--- src/rtl/c7b_lsu_biu_adapter.sv ---
// c7b_lsu_biu_adapter: bridges the core data-memory port to the LSU side of the BIU.
// One access is outstanding at a time. A BIU request stays up and stable until acked.
// Loads may be cancelled; the returning data is then consumed without a completion pulse.
// Optional macro C7B_LSU_ALIGN_CHK_EN: misaligned accesses complete at once with ALE (0x09).
module c7b_lsu_biu_adapter #(
   parameter int unsigned ADDR_W = 32,
   parameter int unsigned DATA_W = 32
) (
   input  logic                clk,
   input  logic                resetn,
   input  logic                data_req,
   input  logic                data_wr,
   input  logic [1:0]          data_size,
   input  logic [ADDR_W-1:0]   data_addr,
   input  logic [DATA_W-1:0]   data_wdata,
   input  logic [DATA_W/8-1:0] data_wstrb,
   input  logic                data_cancel,
   output logic                data_addr_ok,
   output logic                data_data_ok_m,
   output logic [DATA_W-1:0]   data_rdata_m,
   output logic [5:0]          data_exccode,
   output logic                lsu_biu_rd_req,
   output logic [ADDR_W-1:0]   lsu_biu_rd_addr,
   input  logic                biu_lsu_rd_ack,
   input  logic                biu_lsu_data_valid,
   input  logic [DATA_W-1:0]   biu_lsu_data,
   output logic                lsu_biu_wr_req,
   output logic [ADDR_W-1:0]   lsu_biu_wr_addr,
   output logic [DATA_W-1:0]   lsu_biu_wr_data,
   output logic [DATA_W/8-1:0] lsu_biu_wr_strb,
   output logic                lsu_biu_wr_last,
   input  logic                biu_lsu_wr_ack
);

   localparam logic [5:0] ExcAle = 6'h09;

   typedef enum logic [1:0] {StIdle, StRdReq, StRdWait, StWrReq} state_e;

   state_e              state_q, state_d;
   logic [ADDR_W-1:0]   addr_q, addr_d;
   logic [DATA_W-1:0]   wdata_q, wdata_d;
   logic [DATA_W/8-1:0] wstrb_q, wstrb_d;
   logic                kill_q, kill_d;
   logic                ok_q, ok_d;
   logic [DATA_W-1:0]   rdata_q, rdata_d;
   logic [5:0]          exc_q, exc_d;

   logic accept;
   logic misalign;
   logic kill_now;

   assign accept   = data_req & (state_q == StIdle) & ~data_cancel;
   // A cancel arriving in the completion cycle itself still suppresses the pulse.
   assign kill_now = kill_q | data_cancel;

`ifdef C7B_LSU_ALIGN_CHK_EN
   assign misalign = ((data_size == 2'd1) & data_addr[0]) |
                     (data_size[1] & (data_addr[1:0] != 2'b00));
`else
   logic unused_size;
   assign unused_size = ^data_size;
   assign misalign    = 1'b0;
`endif

   // Next-state, request latching and completion generation.
   always_comb begin
      state_d = state_q;
      addr_d  = addr_q;
      wdata_d = wdata_q;
      wstrb_d = wstrb_q;
      kill_d  = kill_q;
      rdata_d = rdata_q;
      ok_d    = 1'b0;
      exc_d   = 6'h00;
      unique case (state_q)
         StIdle: begin
            kill_d = 1'b0;
            if (accept) begin
               addr_d  = data_addr;
               wdata_d = data_wdata;
               wstrb_d = data_wstrb;
               if (misalign) begin
                  ok_d  = 1'b1;
                  exc_d = ExcAle;
               end else begin
                  state_d = data_wr ? StWrReq : StRdReq;
               end
            end
         end
         StRdReq: begin
            kill_d = kill_now;
            if (biu_lsu_rd_ack) begin
               if (biu_lsu_data_valid) begin
                  state_d = StIdle;
                  kill_d  = 1'b0;
                  if (!kill_now) begin
                     ok_d    = 1'b1;
                     rdata_d = biu_lsu_data;
                  end
               end else begin
                  state_d = StRdWait;
               end
            end
         end
         StRdWait: begin
            kill_d = kill_now;
            if (biu_lsu_data_valid) begin
               state_d = StIdle;
               kill_d  = 1'b0;
               if (!kill_now) begin
                  ok_d    = 1'b1;
                  rdata_d = biu_lsu_data;
               end
            end
         end
         StWrReq: begin
            // Stores are committed; cancel has no effect here.
            if (biu_lsu_wr_ack) begin
               state_d = StIdle;
               ok_d    = 1'b1;
            end
         end
         default: state_d = StIdle;
      endcase
   end

   // State and datapath registers; reset drops any access in flight.
   always_ff @(posedge clk or negedge resetn) begin
      if (!resetn) begin
         state_q <= StIdle;
         addr_q  <= '0;
         wdata_q <= '0;
         wstrb_q <= '0;
         kill_q  <= 1'b0;
         ok_q    <= 1'b0;
         rdata_q <= '0;
         exc_q   <= 6'h00;
      end else begin
         state_q <= state_d;
         addr_q  <= addr_d;
         wdata_q <= wdata_d;
         wstrb_q <= wstrb_d;
         kill_q  <= kill_d;
         ok_q    <= ok_d;
         rdata_q <= rdata_d;
         exc_q   <= exc_d;
      end
   end

   assign data_addr_ok    = (state_q == StIdle);
   assign data_data_ok_m  = ok_q;
   assign data_rdata_m    = rdata_q;
   assign data_exccode    = exc_q;
   assign lsu_biu_rd_req  = (state_q == StRdReq);
   assign lsu_biu_rd_addr = addr_q;
   assign lsu_biu_wr_req  = (state_q == StWrReq);
   assign lsu_biu_wr_addr = addr_q;
   assign lsu_biu_wr_data = wdata_q;
   assign lsu_biu_wr_strb = wstrb_q;
   assign lsu_biu_wr_last = 1'b1;

endmodule

--- config.mk ---
export PLATFORM = sky130hd
export DESIGN_NAME = c7b_lsu_biu_adapter
export DESIGN_NICKNAME = d
export VERILOG_FILES = /design/src/rtl/c7b_lsu_biu_adapter.sv
export SDC_FILE = /design/constraint.sdc
export NUM_CORES = 1
export LEC_CHECK = 0
export ABC_CLOCK_PERIOD_IN_PS = 3450
export CAP_MARGIN = 5
export CELL_PAD_IN_SITES_DETAIL_PLACEMENT = 0
export CELL_PAD_IN_SITES_GLOBAL_PLACEMENT = 1
export CORE_MARGIN = 2
export CORE_UTILIZATION = 30
export CTS_BUF_LIST = sky130_fd_sc_hd__clkbuf_8
export CTS_CLUSTER_DIAMETER = 50
export DETAILED_ROUTE_END_ITERATION = 7
export PLACE_DENSITY = 0.86
export SETUP_SLACK_MARGIN = 0.1
export SYNTH_ARGS = -nofsm -noshare
export SYNTH_HDL_FRONTEND = slang
export SYNTH_SLANG_ARGS = --single-unit
--- constraint.sdc ---
create_clock -name clk -period 3.45 [get_ports clk]
set_input_delay 0.345 -clock clk [delete_from_list [all_inputs] [get_ports clk]]
set_output_delay 0.345 -clock clk [all_outputs]
set_load 0.02 [all_outputs]
# Word level (Yosys, flattened, before mapping)
# Index checks and enable logic that the tools add are counted.
dict set report totals {
  output_inout_bits 143
  regBits 104
  input_bits 110
}
dict set report classes {
  reduce_logical 6
  n_bitwise 4
  n_mux 19
  eq_ne 7
}
# op n
set op_table {}
lappend op_table {{$mux 32} 3}
lappend op_table {{$pmux 32 s2} 1}
lappend op_table {{$mux 2} 6}
lappend op_table {{$pmux 2 s4} 1}
lappend op_table {{$mux 1} 6}
lappend op_table {{$ne 2x1->1 const B} 3}
lappend op_table {{$eq 2x2->1 const B} 2}
lappend op_table {{$pmux 1 s4} 1}
lappend op_table {{$reduce_and 2->1} 2}
lappend op_table {{$reduce_and 4->1} 1}
lappend op_table {{$pmux 1 s3} 1}
lappend op_table {{$reduce_bool 3->1} 1}
lappend op_table {{$and 1x1->1} 2}
lappend op_table {{$eq 2x1->1 const B} 1}
lappend op_table {{$logic_not 2->1} 1}
lappend op_table {{$ne 2x2->1 const B} 1}
lappend op_table {{$reduce_bool 2->1} 1}
lappend op_table {{$not 1->1} 1}
lappend op_table {{$or 1x1->1} 1}

# Logic depth before layout (Yosys ltp)
dict set report logic_depth {
  word_depth 5
  mapped_depth 6
  depth_no_buf 5
}

# Least setup slack after synthesis
# Ideal clock, no wire load.
dict set report synth_timing {
  path_kind {register to register}
  start {reg state_q[1]}
  end {reg rdata_q[10], in the netlist data_rdata_m[10]}
  period_less_slack_ps 1830
  path_slack_ps 1620
  arrival_time_ps 1705
  setup_time_ps 125
  stages_incl_launch_ff 7
  cell_sequence {dfrtp_1 > inv_1 > ha_1 > nor2b_1 > nand4b_2 > buf_4 > mux2_2}
}
dict set report synth_via {
  elab_chain_len 3
  word_cells_on_any_way 6
}
# element line_no
set synth_rtl {}
lappend synth_rtl {{from (decl)} 39} ;# state_e state_q, state_d;
lappend synth_rtl {{from (signal assigned)} 130} ;# state_q <= StIdle;
lappend synth_rtl {{from (signal assigned)} 139} ;# state_q <= state_d;
lappend synth_rtl {{$eq 2x1->1 *} n/a}
lappend synth_rtl {{named net lsu_biu_rd_req} 22} ;# output logic lsu_biu_rd_req,
lappend synth_rtl {{$ne 2x1->1 (no source line) / $reduce_bool 2->1 (equally long branches)} n/a}
lappend synth_rtl {{$reduce_and 2->1 (no source line)} n/a}
lappend synth_rtl {{to (signal assigned)} 145} ;# rdata_q <= rdata_d;
lappend synth_rtl {{to (decl)} 45} ;# logic [DATA_W-1:0] rdata_q, rdata_d;
# The timed path passes the listed nets; every way through them passes the cells marked *.
# A chain may end at the register's enable or synchronous reset.

# Final worst setup path
dict set report layout_timing {
  start {reg state_q[1]}
  end {reg rdata_q[0], in the netlist data_rdata_m[0]}
}
dict set report layout_via {
  elab_chain_len 3
  word_cells_on_any_way 6
}
# element line_no
set layout_rtl {}
lappend layout_rtl {{$eq 2x1->1 / $eq 2x2->1 (equally long branches)} 75} ;# unique case (state_q)
lappend layout_rtl {{$ne 2x1->1 (no source line) / $reduce_bool 2->1 (equally long branches)} n/a}
lappend layout_rtl {{$reduce_and 2->1 (no source line)} n/a}
# Parallel ways exist; a longest one is shown, timed or not.

==> results.sh <==
export IMPL_synthArstFlopShare_pct=100
export IMPL_place_ws_ns=0.731
export IMPL_synth_avg_cell_area_um2=15.2
export IMPL_num_vias=3002
export IMPL_period_needed_ns=2.57
export IMPL_ys_top_cells_by_area="dfrtp_1, mux2_2, buf_4, ha_1, buf_2"
export IMPL_post_cts_buffers=0
export IMPL_drt_total_wl_um=10300
export IMPL_path_class="reg -> reg"
export IMPL_yosys_cell_count_top_type="dfrtp_1"
export IMPL_path_max_fanout=32
export IMPL_yosys_area_top_type="dfrtp_1"
export IMPL_worst_slew_pin_slew_ns=1.09
export IMPL_worstReg2RegEnd="data_rdata_m[0]"
export IMPL_grt_usage_pct=13.0
export IMPL_rows=43
export IMPL_finalSetupViolations=0
export IMPL_power_leakage_nw=2.87
export IMPL_clockBufferDepth=2
export IMPL_end_kind="flip-flop"
export IMPL_initial_core_util_pct=30.8
export IMPL_drive_gt1_share_pct=24.4
export IMPL_finalWorstSetupSlack_ns=0.881
export IMPL_hp_class="in -> async"
export IMPL_synthDistinctLibCells=23
export IMPL_slew_viol_final=0
export IMPL_finalNetCount=610
export IMPL_r2r_slack_ns=0.88
export IMPL_place_congestion=0.811
export IMPL_dieArea_um2=15300
export IMPL_route_detailed_drc=0
export IMPL_synth_seq_cells=104
export IMPL_h_tree_depth=3
export IMPL_grt_max_degree=52
export IMPL_hold_buffers=1
export IMPL_ir_drop_v=0.000408
export IMPL_yosysSeqAreaShare_pct=60.6
export IMPL_cts_sink_count=104
export IMPL_synth_top_area_share_pct=60.6
export IMPL_final_hold_violation_count=0
export IMPL_yosys_warnings=0
export IMPL_diodes=0
export IMPL_vias_per_cell=4.41
export IMPL_synth_ff_type="dfrtp_1"
export IMPL_fillers=1202
export IMPL_rsz0062_at_grt="false"
export IMPL_drt_iter0_drc=48
export IMPL_dp_final_hpwl_um=7970
export IMPL_syn_inst=282
export IMPL_multi_input_area_um2=1360
export IMPL_fmax_mhz=389
export IMPL_clock_latency_ns=0.37
export IMPL_io_pins=253
export IMPL_finalCritPeriodShare_pct=74.5
export IMPL_wire_per_inst_um=15.1
export IMPL_cp_data_arrival_time_ns=2.82
export IMPL_relSlewSlack_pct=27.0
export IMPL_overflow=0
export IMPL_drt_pass1_iterations=4
export IMPL_cts_root_buf="clkbuf_8"
export IMPL_finalPower_mw=6.80
export IMPL_seq_area_um2=2600
export IMPL_ant_nets=0
export IMPL_grt_pass1_wl_um=15200
export IMPL_maxCapViolations=0
export IMPL_worstPathRequired_ns=3.70
export IMPL_startpoint="state_q[1]"
export IMPL_finalInstanceArea_um2=6870
export IMPL_place_area_um2=6660
export IMPL_hold_slack_ns=0.469
export IMPL_powerDensity_nw_per_um2=989
export IMPL_synth_edf_count=0
export IMPL_grt_pass1_vias=3062
export IMPL_status="finished, final reports clean"
export IMPL_die_h_um=124
export IMPL_antenna_found_initial=0
export IMPL_cts_resized=0
export IMPL_synthTopCellsByCount="dfrtp_1, mux2_2, buf_4"
export IMPL_syn_area_um2=4290
export IMPL_clkTransAtPathRegs_ns=0.10
export IMPL_syn2layout_area_growth_pct=60.1
export IMPL_port_buffers=243
export IMPL_core_um2=13900
export IMPL_fp_dieW_um=124
export IMPL_endpoint="data_rdata_m[0]"
export IMPL_startpoint_type="flip-flop"
export IMPL_cts_buffers=9
export IMPL_rr_worst_depth=5
export IMPL_fin_tns_setup_ns=0
export IMPL_clock_skew_ns=0.0105
export IMPL_timing_rr_start="state_q[1]"
export IMPL_cts_tree="yes"
==> where the power goes <==
group | internal [mW] | switching, mW | total (mW)
clock network | 0.359 | 0.413 | 0.773
registers | 1.84 | 0.358 | 2.20
logic | 2.07 | 1.76 | 3.83
==> worst min path at each step <==
stage          depth (start not counted)               end
6_report                               2  data_rdata_m[28]
5_1_grt                                2  data_rdata_m[29]
4_1_cts                                2  data_rdata_m[22]
3_5_place_dp                           1  data_rdata_m[22]
3_3_place_gp                           1  data_rdata_m[30]
2_1_floorplan                          0    data_data_ok_m
==> flip-flops by register name (all words and copies together) (netlist names) <==
name             count
kill_q               1
state_q              2
lsu_biu_rd_addr     32
lsu_biu_wr_data     32
lsu_biu_wr_strb      4
data_data_ok_m       1
data_rdata_m        32
==> layout by cell type, fill, tap and decap left out, drive strengths merged, types with 2 or more instances in the layout <==
master	count
a21oi	2
conb	7
buf	4
clkinv	3
ha	4
nor2	2
clkbuf	10
clkdlybuf4s50	242
inv	5
mux2	100
nor2b	3
dfrtp	104
==> area by class of cell <==
type	count	area share (%)
repair buffers	247	36.0
multi-input cells	131	19.7
clock inverters	6	0.965
inverters	3	0.164
clock buffers	10	2.00
flip-flops and latches	104	37.9
well taps	180	3.28
==> cells by family after synthesis <==
group,share of synthesized area (%)
and+or+nand+nor,1.69
AOI/OAI and AO/OA,1.66
buffers and inverters,8.43
muxes,26.2
adders and majority gates,1.17
other,0.175
DFF,60.6
==> metal layers <==
| metal | vias up | GRT usage, % | share of wire (%) |
|---|---|---|---|
| li1 | 1352 | - | - |
| met1 | 1466 | 13.4 | 35 |
| met2 | 169 | 22.4 | 50 |
| met3 | 15 | 6.23 | 13 |
| met4 | 0 | 5.82 | 1.8 |
| met5 | - | 0 | 0 |
==> metrics by stage <==
step	cells	utilization, %
2_1_floorplan	287	-
3_3_place_gp	664	47.8
3_5_place_dp	664	47.8
4_1_cts	681	49.3
5_1_grt	681	49.3
6_report	681	49.3
==> worst max-delay path, stage by stage, from the launching register on <==
cell      delay [ns]
dfrtp_1         0.41
inv_1           0.08
ha_1            0.22
nor2b_1         0.18
nand4b_2        0.95
mux2_2          0.62
Note: power is estimated with default switching activity, not from simulation.
